==> src/rtl/ss_stream_controller_if.sv <==
// ss_stream_controller_if: save/load stream handshakes plus the cpu_6s46
// savestate bus, bundled so the controller and its peers share one port.
// The master modport is the controller side.
interface ss_stream_controller_if;
  logic [31:0] out_data;
  logic        out_valid;
  logic        out_ready;
  logic [31:0] in_data;
  logic        in_valid;
  logic        in_ready;
  logic [7:0]  ss_bus_addr;
  logic [31:0] ss_bus_in;
  logic        ss_bus_wren;
  logic        ss_bus_reset;
  logic [31:0] ss_bus_out;

  modport master (
    output out_data, out_valid, in_ready,
    output ss_bus_addr, ss_bus_in, ss_bus_wren, ss_bus_reset,
    input  out_ready, in_data, in_valid, ss_bus_out
  );

  modport slave (
    input  out_data, out_valid, in_ready,
    input  ss_bus_addr, ss_bus_in, ss_bus_wren, ss_bus_reset,
    output out_ready, in_data, in_valid, ss_bus_out
  );
endinterface

==> src/rtl/ss_stream_controller.sv <==
// ss_stream_controller: pauses the CPU, then streams every savestate word out
// (save) or writes an incoming word stream onto the savestate bus (load).
// Optional feature macro SS_CHECKSUM_EN: appends / checks a 32-bit sum word
// after the data words; without it CHECK is unreachable and load_error is 0.
module ss_stream_controller #(
  parameter int WORD_COUNT = 32
) (
  input  logic clk,
  input  logic reset,
  input  logic save_start,
  input  logic load_start,
  input  logic abort,
  input  logic cpu_paused,
  output logic cpu_pause,
  output logic busy,
  output logic done,
  output logic load_error,
  ss_stream_controller_if.master bus
);

  typedef enum logic [2:0] {
    S_IDLE, S_PAUSE, S_SAVE_ADDR, S_SAVE_OUT, S_LOAD_IN, S_LOAD_WR, S_CHECK, S_DONE
  } state_t;

  localparam logic [7:0] LAST_IDX = 8'(WORD_COUNT - 1);

  state_t      r_state;
  logic        r_mode_load;
  logic [7:0]  r_idx;
  logic        r_out_first;
  logic [31:0] r_out_data;
  logic        r_out_valid;
  logic        r_in_ready;
  logic        r_wren;
  logic        r_cpu_pause;
  logic        r_busy;
  logic        r_done;
  logic [7:0]  r_addr;
  logic [31:0] r_bus_in;
  logic        r_ss_bus_reset;
`ifdef SS_CHECKSUM_EN
  logic        r_load_error;
  logic [31:0] r_sum;
`endif

  // The bus read data arrives in the first SAVE_OUT cycle, so it is passed
  // straight through then and held from r_out_data for the rest of the stall.
  logic [31:0] w_out_data;
  logic        w_out_hs;
  logic        w_in_hs;
  logic        w_last;
  assign w_out_data = r_out_first ? bus.ss_bus_out : r_out_data;
  assign w_out_hs   = r_out_valid & bus.out_ready;
  assign w_in_hs    = r_in_ready & bus.in_valid;
  assign w_last     = (r_idx == LAST_IDX);

  // Sequencer: state, word counter, stream/bus registers and status pulses.
  always_ff @(posedge clk) begin
    if (!reset) begin
      r_state     <= S_IDLE;
      r_mode_load <= 1'b0;
      r_idx       <= 8'd0;
      r_out_first <= 1'b0;
      r_out_data  <= 32'd0;
      r_out_valid <= 1'b0;
      r_in_ready  <= 1'b0;
      r_wren      <= 1'b0;
      r_cpu_pause <= 1'b0;
      r_busy      <= 1'b0;
      r_done      <= 1'b0;
      r_addr      <= 8'd0;
      r_bus_in    <= 32'd0;
`ifdef SS_CHECKSUM_EN
      r_load_error <= 1'b0;
      r_sum        <= 32'd0;
`endif
    end else if (abort && (r_state != S_IDLE)) begin
      r_state     <= S_IDLE;
      r_out_first <= 1'b0;
      r_out_valid <= 1'b0;
      r_in_ready  <= 1'b0;
      r_wren      <= 1'b0;
      r_cpu_pause <= 1'b0;
      r_busy      <= 1'b0;
      r_done      <= 1'b0;
`ifdef SS_CHECKSUM_EN
      r_load_error <= 1'b0;
`endif
    end else begin
      r_done <= 1'b0;
      r_wren <= 1'b0;
`ifdef SS_CHECKSUM_EN
      r_load_error <= 1'b0;
`endif
      case (r_state)
        S_IDLE: begin
          if (save_start || load_start) begin
            r_mode_load <= ~save_start;  // save wins a tie
            r_state     <= S_PAUSE;
            r_cpu_pause <= 1'b1;
            r_busy      <= 1'b1;
          end
        end
        S_PAUSE: begin
          if (cpu_paused) begin
            r_idx <= 8'd0;
`ifdef SS_CHECKSUM_EN
            r_sum <= 32'd0;
`endif
            if (r_mode_load) begin
              r_state    <= S_LOAD_IN;
              r_in_ready <= 1'b1;
            end else begin
              r_state <= S_SAVE_ADDR;
              r_addr  <= 8'd0;
            end
          end
        end
        S_SAVE_ADDR: begin
          r_state     <= S_SAVE_OUT;
          r_out_valid <= 1'b1;
          r_out_first <= 1'b1;
        end
        S_SAVE_OUT: begin
          r_out_first <= 1'b0;
          if (r_out_first) r_out_data <= bus.ss_bus_out;
          if (w_out_hs) begin
`ifdef SS_CHECKSUM_EN
            r_sum <= r_sum + w_out_data;
`endif
            if (w_last) begin
`ifdef SS_CHECKSUM_EN
              r_state    <= S_CHECK;
              r_out_data <= r_sum + w_out_data;  // valid stays high
`else
              r_state     <= S_DONE;
              r_out_valid <= 1'b0;
              r_done      <= 1'b1;
`endif
            end else begin
              r_state     <= S_SAVE_ADDR;
              r_out_valid <= 1'b0;
              r_idx       <= r_idx + 8'd1;
              r_addr      <= r_idx + 8'd1;
            end
          end
        end
        S_LOAD_IN: begin
          if (w_in_hs) begin
            r_state    <= S_LOAD_WR;
            r_in_ready <= 1'b0;
            r_bus_in   <= bus.in_data;
            r_addr     <= r_idx;
            r_wren     <= 1'b1;
`ifdef SS_CHECKSUM_EN
            r_sum <= r_sum + bus.in_data;
`endif
          end
        end
        S_LOAD_WR: begin
          if (w_last) begin
`ifdef SS_CHECKSUM_EN
            r_state    <= S_CHECK;
            r_in_ready <= 1'b1;
`else
            r_state <= S_DONE;
            r_done  <= 1'b1;
`endif
          end else begin
            r_state    <= S_LOAD_IN;
            r_in_ready <= 1'b1;
            r_idx      <= r_idx + 8'd1;
          end
        end
`ifdef SS_CHECKSUM_EN
        S_CHECK: begin
          if (r_mode_load) begin
            if (w_in_hs) begin
              r_state      <= S_DONE;
              r_in_ready   <= 1'b0;
              r_done       <= 1'b1;
              r_load_error <= (bus.in_data != r_sum);
            end
          end else if (w_out_hs) begin
            r_state     <= S_DONE;
            r_out_valid <= 1'b0;
            r_done      <= 1'b1;
          end
        end
`endif
        S_DONE: begin
          r_state     <= S_IDLE;
          r_cpu_pause <= 1'b0;
          r_busy      <= 1'b0;
        end
        default: r_state <= S_IDLE;
      endcase
    end
  end

  // Savestate bus reset follows system reset one cycle later.
  always_ff @(posedge clk) begin
    r_ss_bus_reset <= ~reset;
  end

  assign cpu_pause        = r_cpu_pause;
  assign busy             = r_busy;
  assign done             = r_done;
`ifdef SS_CHECKSUM_EN
  assign load_error       = r_load_error;
`else
  assign load_error       = 1'b0;
`endif
  assign bus.out_data     = w_out_data;
  assign bus.out_valid    = r_out_valid;
  assign bus.in_ready     = r_in_ready;
  assign bus.ss_bus_addr  = r_addr;
  assign bus.ss_bus_in    = r_bus_in;
  assign bus.ss_bus_wren  = r_wren;
  assign bus.ss_bus_reset = r_ss_bus_reset;

endmodule

==> src/flat_wrapper.sv <==
// flat-port wrapper written by rule: the top's interface ports become plain ports
module ss_stream_controller_flat 
#(
  parameter int WORD_COUNT = 32
)
  (clk, reset, save_start, load_start, abort, cpu_paused, cpu_pause, busy, done, load_error, bus_out_data, bus_out_valid, bus_in_ready, bus_ss_bus_addr, bus_ss_bus_in, bus_ss_bus_wren, bus_ss_bus_reset, bus_out_ready, bus_in_data, bus_in_valid, bus_ss_bus_out);
  ss_stream_controller_if bus_i ();
  input  logic clk;
  input  logic reset;
  input  logic save_start;
  input  logic load_start;
  input  logic abort;
  input  logic cpu_paused;
  output logic cpu_pause;
  output logic busy;
  output logic done;
  output logic load_error;
  output wire logic [$bits(bus_i.out_data)-1:0] bus_out_data;
  output wire logic [$bits(bus_i.out_valid)-1:0] bus_out_valid;
  output wire logic [$bits(bus_i.in_ready)-1:0] bus_in_ready;
  output wire logic [$bits(bus_i.ss_bus_addr)-1:0] bus_ss_bus_addr;
  output wire logic [$bits(bus_i.ss_bus_in)-1:0] bus_ss_bus_in;
  output wire logic [$bits(bus_i.ss_bus_wren)-1:0] bus_ss_bus_wren;
  output wire logic [$bits(bus_i.ss_bus_reset)-1:0] bus_ss_bus_reset;
  input wire logic [$bits(bus_i.out_ready)-1:0] bus_out_ready;
  input wire logic [$bits(bus_i.in_data)-1:0] bus_in_data;
  input wire logic [$bits(bus_i.in_valid)-1:0] bus_in_valid;
  input wire logic [$bits(bus_i.ss_bus_out)-1:0] bus_ss_bus_out;
  assign bus_out_data = bus_i.out_data;
  assign bus_out_valid = bus_i.out_valid;
  assign bus_in_ready = bus_i.in_ready;
  assign bus_ss_bus_addr = bus_i.ss_bus_addr;
  assign bus_ss_bus_in = bus_i.ss_bus_in;
  assign bus_ss_bus_wren = bus_i.ss_bus_wren;
  assign bus_ss_bus_reset = bus_i.ss_bus_reset;
  assign bus_i.out_ready = bus_out_ready;
  assign bus_i.in_data = bus_in_data;
  assign bus_i.in_valid = bus_in_valid;
  assign bus_i.ss_bus_out = bus_ss_bus_out;
  ss_stream_controller #(.WORD_COUNT(WORD_COUNT)) u_core (.clk(clk), .reset(reset), .save_start(save_start), .load_start(load_start), .abort(abort), .cpu_paused(cpu_paused), .cpu_pause(cpu_pause), .busy(busy), .done(done), .load_error(load_error), .bus(bus_i));
endmodule
==> config.mk <==
export PLATFORM = sky130hd
export DESIGN_NAME = ss_stream_controller_flat
export DESIGN_NICKNAME = d
export VERILOG_FILES = /design/src/rtl/ss_stream_controller_if.sv /design/src/rtl/ss_stream_controller.sv /design/src/flat_wrapper.sv
export SDC_FILE = /design/constraint.sdc
export NUM_CORES = 1
export LEC_CHECK = 0
export ABC_CLOCK_PERIOD_IN_PS = 2450
export CAP_MARGIN = 20
export CELL_PAD_IN_SITES_DETAIL_PLACEMENT = 0
export CELL_PAD_IN_SITES_GLOBAL_PLACEMENT = 2
export CORE_MARGIN = 1.5
export CORE_UTILIZATION = 24
export CTS_BUF_LIST = sky130_fd_sc_hd__clkbuf_16
export DETAILED_ROUTE_END_ITERATION = 12
export PLACE_DENSITY = 0.86
export SYNTH_ARGS = -nofsm -noshare
export SYNTH_HDL_FRONTEND = slang
export SYNTH_SLANG_ARGS = --single-unit
==> constraint.sdc <==
create_clock -name clk -period 2.45 [get_ports clk]
set_clock_uncertainty 0.05 [all_clocks]
set_input_delay 0.735 -clock clk [delete_from_list [all_inputs] [get_ports clk]]
set_output_delay 0.735 -clock clk [all_outputs]
set_load 0.05 [all_outputs]
==> results of run 1 <==
## worst paths after layout
path | slack [ns] | endpoint | start
setup / recovery | 0.02 | bus_out_data[8] | bus_ss_bus_out[8]
hold reg to reg | 0.40 | u_core.bus.ss_bus_in[2] | u_core.bus.ss_bus_in[2]
hold / removal | 0.40 | u_core.bus.ss_bus_in[2] | u_core.bus.ss_bus_in[2]
setup reg to reg | 0.41 | u_core.bus.ss_bus_addr[3] | u_core.r_state[0]
## sequential cells by signal (all words and copies together), names as in the netlist, 3 cells and up
name	count
u_core.r_out_data	32
u_core.bus.ss_bus_addr	8
u_core.r_state	3
u_core.r_idx	8
u_core.bus.ss_bus_in	32
## synth_stat cells, types with 4 or more instances
master                      n  area, um^2
sky130_fd_sc_hd__a31oi_1    7        43.8
sky130_fd_sc_hd__dfxtp_1   91        1820
sky130_fd_sc_hd__nand3_1    4        20.0
sky130_fd_sc_hd__and3_1     4        25.0
sky130_fd_sc_hd__a211oi_1   5        37.5
sky130_fd_sc_hd__nor2b_1    5        31.3
sky130_fd_sc_hd__a21oi_1   47         235
sky130_fd_sc_hd__nand2b_1   4        25.0
sky130_fd_sc_hd__inv_1      4        15.0
sky130_fd_sc_hd__o21ai_0   17        85.1
sky130_fd_sc_hd__buf_2     17        85.1
sky130_fd_sc_hd__nor2_1    52         195
sky130_fd_sc_hd__o211ai_1   4        30.0
sky130_fd_sc_hd__nor3_1    71         355
sky130_fd_sc_hd__mux2_2    32         360
sky130_fd_sc_hd__nand2_1   78         293
sky130_fd_sc_hd__clkbuf_1  18        67.6
## stage by stage
stage | worst slack (ns) | total power, mW | cells | setup TNS, ns
final | 0.0248 | 5.21 | 866 | 0
after global routing | 0.00700 | 5.46 | 866 | 0
after CTS | 0.0224 | 5.29 | 866 | 0
after detailed placement | -0.0768 | 3.68 | 851 | -0.407
after global placement | -0.0450 | 3.67 | 851 | -0.345
after floorplan | 0.328 | 2.83 | 501 | 0
## final cells by class
| type | instances | area (um^2) | share of cell area [%] |
|---|---|---|---|
| multi-input combinational | 364 | 2060 | 31.5 |
| timing repair buffer | 171 | 2010 | 30.9 |
| sequential | 91 | 1820 | 28.0 |
| tap | 220 | 275 | 4.22 |
| clock buffer | 9 | 225 | 3.46 |
| clock inverter | 6 | 105 | 1.61 |
| inverter | 5 | 18.8 | 0.288 |
## layer usage
layer / routed length, um / vias up
met2: 5550 / 152
met3: 806 / 12
met1: 5910 / 1842
met4: 180 / 0
met5: 0 / -
li1: - / 2024
## tightest hold or removal path: stages, from the launching register on
cell and delay, ns:
sky130_fd_sc_hd__dfxtp_1 0.31, sky130_fd_sc_hd__nand2_1 0.05, sky130_fd_sc_hd__a21oi_1 0.05
## report_power, final
group	switching [mW]	internal (mW)	total (mW)	leakage [nW]
Sequential	0.0927	1.58	1.67	0.736
Combinational	1.09	0.881	1.97	1.38
Clock	0.584	0.984	1.57	0.157
## kinds of logic (layout without fill, tap and decap cells)
kind of cell / Yosys count / count (layout) / synth area share (%)
mux: 33 / 33 / 9.08
other cells: 1 / 1 / 0.0920
simple gates: 233 / 233 / 26.3
fa+ha+maj: 1 / 1 / 0.307
compound gates: 96 / 96 / 14.4
buf+inv: 46 / 191 / 5.12
flops: 91 / 91 / 44.7
==> results by stage, run 1 <==
Synth:
- The number of nets handed over by synthesis was between 500 and 600.
- The number of standard cells after synthesis is 501.
- Summing every instance area after synthesis gives 4080 um^2.
- The post-synthesis register bit count is 91.
- The count of flip-flops with a built-in enable after synthesis is 0.
- The sequential element share of the synthesized area is ~45%.
- Counting flops with an async set or reset pin after synthesis yields a share of 0%.
- Dividing the synthesized area by the synthesized cell count gives 8.14 um^2.
- The total number of yosys warnings is 0.
- The synthesized netlist contains 49 unique library cells.
- The most instantiated flip-flop cell in the synthesis netlist is sky130_fd_sc_hd__dfxtp_1.

CTS:
- In this run the number of H-tree levels came out at 3.
- The number of resized instances in the post-cts repair step is 0.
- After clock tree synthesis, the clock-pin slew on the worst setup and hold paths is 0.06 ns.
- Clock latency on the worst-skew pair, taken at its later pin, is 0.34 ns.
- The clock tree from TritonCTS is done.
- The number of hold buffers added after CTS was 0.
- The longest clock path from root to sink contains 2 buffers.
- The TritonCTS buffer count is 9.
- Counting every sink on the clock net gives 91.
- CTS placed an instance of sky130_fd_sc_hd__clkbuf_16 at the clock tree root.
- Once the clock tree was built, the setup fixing pass inserted 0 buffers.

Timing:
- The transition time at the pin with the least slew margin is 0.554 ns.
- Timing would allow up to 0.412 GHz.
- The final number of setup-violating endpoints is 0.
- Setup repair after global routing left no endpoint under its margin.
- The final number of max-transition violations is 0.
- The tightest hold path in the finished design has a slack of 0.402 ns.
- The smallest clock period supported by the final layout is computed as 2.43 ns.
- The count of endpoints failing hold in the final timing report is 0.
- The worst path uses 99.0% of the clock period.
- The normalized max-slew margin is 62.9%.

Cells and area:
- The number of filler cells placed in the layout is 1659.
- From synthesis to final layout, the design area changed by 59.8%.
- The antenna diode count is 0.
- Leaving out fill and tap cells, the most frequent cell in the layout is sky130_fd_sc_hd__clkdlybuf4s50_1.
- The post-route netlist has 17.2% of its cells at a drive strength greater than 1.
- The final standard cell utilization of the core is 39.3%.
- The total number of nets in the final design is 715.
- The cell area after layout is approximately 6500 um^2.
- In the layout the commonest cells are sky130_fd_sc_hd__clkdlybuf4s50_1 (117), sky130_fd_sc_hd__dfxtp_1 (91), sky130_fd_sc_hd__nand2_1 (78).

Critical path:
- The critical path goes through clkdlybuf4s50_1 -> mux2_2 -> buf_12.
- The kind of end point of the critical path is a primary output.
- For this run, the slowest stage of the critical path takes 0.43 ns.
- In this run the worst path has a maximum fanout of 2.
- The number of buffers and inverters on the critical path is 2.
- STA puts the critical path data arrival time at around 1.6 ns.
- Counting cells, the worst reg-to-reg path comes to 5.
- At the worst endpoint, the required time is 1.66 ns.
- The setup path with the least slack is of type in2out.
- Counting buffers and inverters, the worst setup path is 3 cells deep.
- The cell at the slowest stage of the critical path is sky130_fd_sc_hd__clkdlybuf4s50_1.
- The category of the worst setup path launch point is an input port.
- The dominant delay contributor by cell family on the critical path is buffers and inverters.

Status:
- The flow ran to the end, and the final reports show no timing, DRC or antenna violations.

Route:
- After detailed routing, the average wire length per cell comes to 14.4 um.
- For this run, design rule violations remaining after detail routing come to 0.
- The via count is between 4000 and 5000.
- The DRC violation total after the first TritonRoute iteration is 135.
- The number of optimization iterations in the first detailed-route pass is 4.
- The detail route stage leaves a number of antenna-violating nets equal to 0.
- The ratio of routed vias to standard cells is about 4.7.
- Summed over all layers, the routed wires come to 12500 um.

Placement:
- The area after detailed placement is 6190 um^2.
- The number of I/O port buffers is 150.
- At the end of routability-driven placement, the weighted congestion stood at approximately 0.83.
- The post-DP HPWL is between 8000 and 9000 um.

Run:
- Across the run, the number of max-cap violations was 0.

Floorplan:
- The core region is ~17000 um^2.
- The floorplan step set the die width to 133 um.
- The I/O pin count is between 150 and 200.
- The total die area is about 18000 um^2.
- The number of placement rows is 47.
- The initial standard-cell utilization of the core is approximately 25%.
- The die outline height is 133 um.

Power and ir drop:
- The total power per unit cell area is roughly 800 nW/um^2.
- For this design the static power due to leakage is 2.27 nW.
- VDD sags by at most 0.395 mV.

Global routing:
- The maximum number of pins on one net before global-route repair is 79.
- The met2 layer usage reported by global route is 22.5%.
- The number of antenna violations at the first check in global routing is 0.
- The first global-routing pass estimated 20600 um of wire.
- The busiest metal layer after global routing is met2.
- The global routing usage summed across all routing layers is between 10% and 20%.
- In the global route stage, met3 resource usage came out at 3.35%.
- For this run the aggregate overflow at the end of global routing stands at 0.
- The number of global-route vias before repair came to 4002.
- In the global route stage, met1 resource usage came out at roughly a fifth.

Hold path:
- The min-delay analysis places its worst path in the category reg2reg.
- Counting instances, the worst hold path has a depth of 2.
Power figures use the tool's default switching activity.
==> inputs of run 2 (changes only) <==
Settings changed: CORE_ASPECT_RATIO set to 1.5.
==> results by stage, run 2 (synthesized netlist as in run 1, its figures left out) <==
Floorplan:
- The die is around 110 um wide.
- The floorplan has 58 rows.
- The die covers approximately 18000 um^2.
- For this configuration, the core starts out at a cell density of roughly a quarter.
- The die outline height is 163 um.
- The area of the placeable core is roughly 17000 um^2.
- The I/O pin count is approximately 150.

Power and ir drop:
- The total power per unit cell area is 781 nW/um^2.
- VDD sags by at most 0.359 mV.
- The leakage power is between 2 and 2.5 nW.
- The design draws about 5 mW.

CTS:
- After clock tree synthesis, the flow added hold-fix buffers numbering 0.
- The number of gates resized after CTS was 0.
- The CTS clock-pin slew for the worst setup and hold paths is ~0.060 ns.
- Counting every sink on the clock net gives 91.
- The largest buffer count on any clock path is 2.
- The cell sitting at the root of the clock tree is a sky130_fd_sc_hd__clkbuf_16.
- In this run the post-CTS setup repair buffer count came out at 0.
- The H-tree was split into 3 levels.
- The TritonCTS buffer count is 9.
- The clock tree from TritonCTS is done.
- The worst-skew pair later-pin latency is 0.34 ns.

Critical path:
- The data required time of the worst path is 1.66 ns.
- Of all nets on the critical path, the largest fanout is 2.
- The critical path class is in2out.
- The arrival time at the worst endpoint is 1.62 ns.
- The worst register-to-register path ends at u_core.r_idx[3].
- The startpoint of the worst register-to-register path is u_core.r_idx[0].
- The kind of end point of the critical path is a primary output.
- For flop-to-flop paths, the worst setup slack is between 0.4 and 0.5 ns.
- The number of cells on the worst reg-to-reg path is 5.
- The category of the worst setup path launch point is an input port.

Timing:
- The worst pin sits at a relative slew slack of 63.2%.
- Setup repair after global routing left no endpoint under its margin.
- The transition time at the pin with the least slew margin is 0.550 ns.
- The count of endpoints failing hold in the final timing report is 0.
- Dividing the final minimum period by the clock period gives 98.1%.
- The final number of max-transition violations is 0.
- For the finished layout, the period the worst path requires is approximately 2.4 ns.
- The final number of setup-violating endpoints is 0.
- The final setup TNS is 0 ns.
- Timing would allow up to 0.416 GHz.

Cells and area:
- For this run, the number of standard cells in the final layout without fillers is 854.
- The top cell types in the final layout, fill and taps aside, are sky130_fd_sc_hd__clkdlybuf4s50_1 (113), sky130_fd_sc_hd__dfxtp_1 (91), sky130_fd_sc_hd__nand2_1 (78).
- The growth of design area from synthesis to finish is 59.0%.
- The total number of nets in the final design is 713.
- Of the cells placed in the final design, the portion with a size suffix greater than 1 is 17.9%.
- The antenna diode count is 0.
- Leaving out fill and tap cells, the most frequent cell in the layout is sky130_fd_sc_hd__clkdlybuf4s50_1.

Route:
- The routed wire length per instance is roughly 15 um.
- The aggregate routed wire length is 12500 um.
- The number of optimization iterations in the first detailed-route pass is 5.
- The via count is 4037.
- The antenna violation net count after detailed routing is 0.
- The ratio of routed vias to standard cells is 4.73.
- In the routed design, unresolved DRC markers number 0.
- The DRC violation total after the first TritonRoute iteration is 274.

Global routing:
- The global routing usage summed across all routing layers is approximately 14%.
- The number of antenna violations at the first check in global routing is 0.
- The number of global-route vias before repair was 3967.
- The global-route wire length before repair is 19800 um.
- The maximum number of pins on one net before global-route repair is 79.
- The overflow left after global routing is 0.

Status:
- The flow ran to the end, and the final reports show no timing, DRC or antenna violations.

Placement:
- The number of I/O port buffers is 150.
- After detailed placement, the design holds a cell count of 839.
- Detailed placement ended at an HPWL of about 8800 um.
- At the end of routability-driven placement, the weighted congestion stood at around 0.8.

Hold path:
- In this run the most critical hold path is launched from u_core.bus.ss_bus_in[6].
- The worst hold path belongs to the class reg2reg.
- For hold timing, the worst endpoint is u_core.bus.ss_bus_in[6].
- The depth of the worst hold-timing path is 2.

Run:
- The number of maximum-capacitance violations is 0.
run 2: per-stage QoR:
step / area [um^2] / util, % / hold slack (ns) / setup WS, ns
final: 6480 / 38.8 / 0.403 / 0.0454
after global routing: 6480 / 38.8 / 0.423 / 0.0242
after CTS: 6480 / 38.8 / 0.406 / 0.0454
after detailed placement: 6190 / 37.1 / 0.397 / -0.0699
after global placement: 6190 / 37.1 / 0.393 / -0.0204
after floorplan: 4080 / - / 0.423 / 0.328
run 2: where the power goes:
group | switching, mW | internal (mW)
combinational | 1.10 | 0.893
sequential | 0.0819 | 1.58
clock | 0.611 | 0.798
total | 1.80 | 3.27
run 2: worst max-delay path by stage:
stage                             from          endpoint  slack, ns  cells after the start
floorplan           u_core.r_out_first   bus_out_data[0]       0.33                      3
global placement         bus_out_ready   u_core.r_idx[3]      -0.02                      6
detailed placement       bus_out_ready   u_core.r_idx[3]      -0.07                      6
CTS                 bus_ss_bus_out[26]  bus_out_data[26]       0.05                      3
global route        bus_ss_bus_out[17]  bus_out_data[17]       0.02                      3
finish              bus_ss_bus_out[26]  bus_out_data[26]       0.05                      3
run 2: layer usage:
| metal | GRT usage, % | up-vias | routed length [um] |
|---|---|---|---|
| met5 | 0 | - | 0 |
| met3 | 2.28 | 23 | 495 |
| li1 | - | 2029 | - |
| met4 | 6.26 | 0 | 370 |
| met2 | 25.7 | 107 | 6630 |
| met1 | 16.0 | 1878 | 5010 |
run 2: area by class of cell:
class / instances / area (um^2)
clock inverters: 6 / 72.6
clock buffers: 9 / 225
multi-input cells: 364 / 2060
repair buffers: 169 / 2030
flip-flops and latches: 91 / 1820
well taps: 210 / 263
fillers: 1726 / 10200
inverters: 5 / 18.8
run 2: worst max-delay path, stage by stage:
cell	delay [ns]
sky130_fd_sc_hd__clkdlybuf4s50_1	0.41
sky130_fd_sc_hd__mux2_2	0.31
sky130_fd_sc_hd__buf_12	0.16
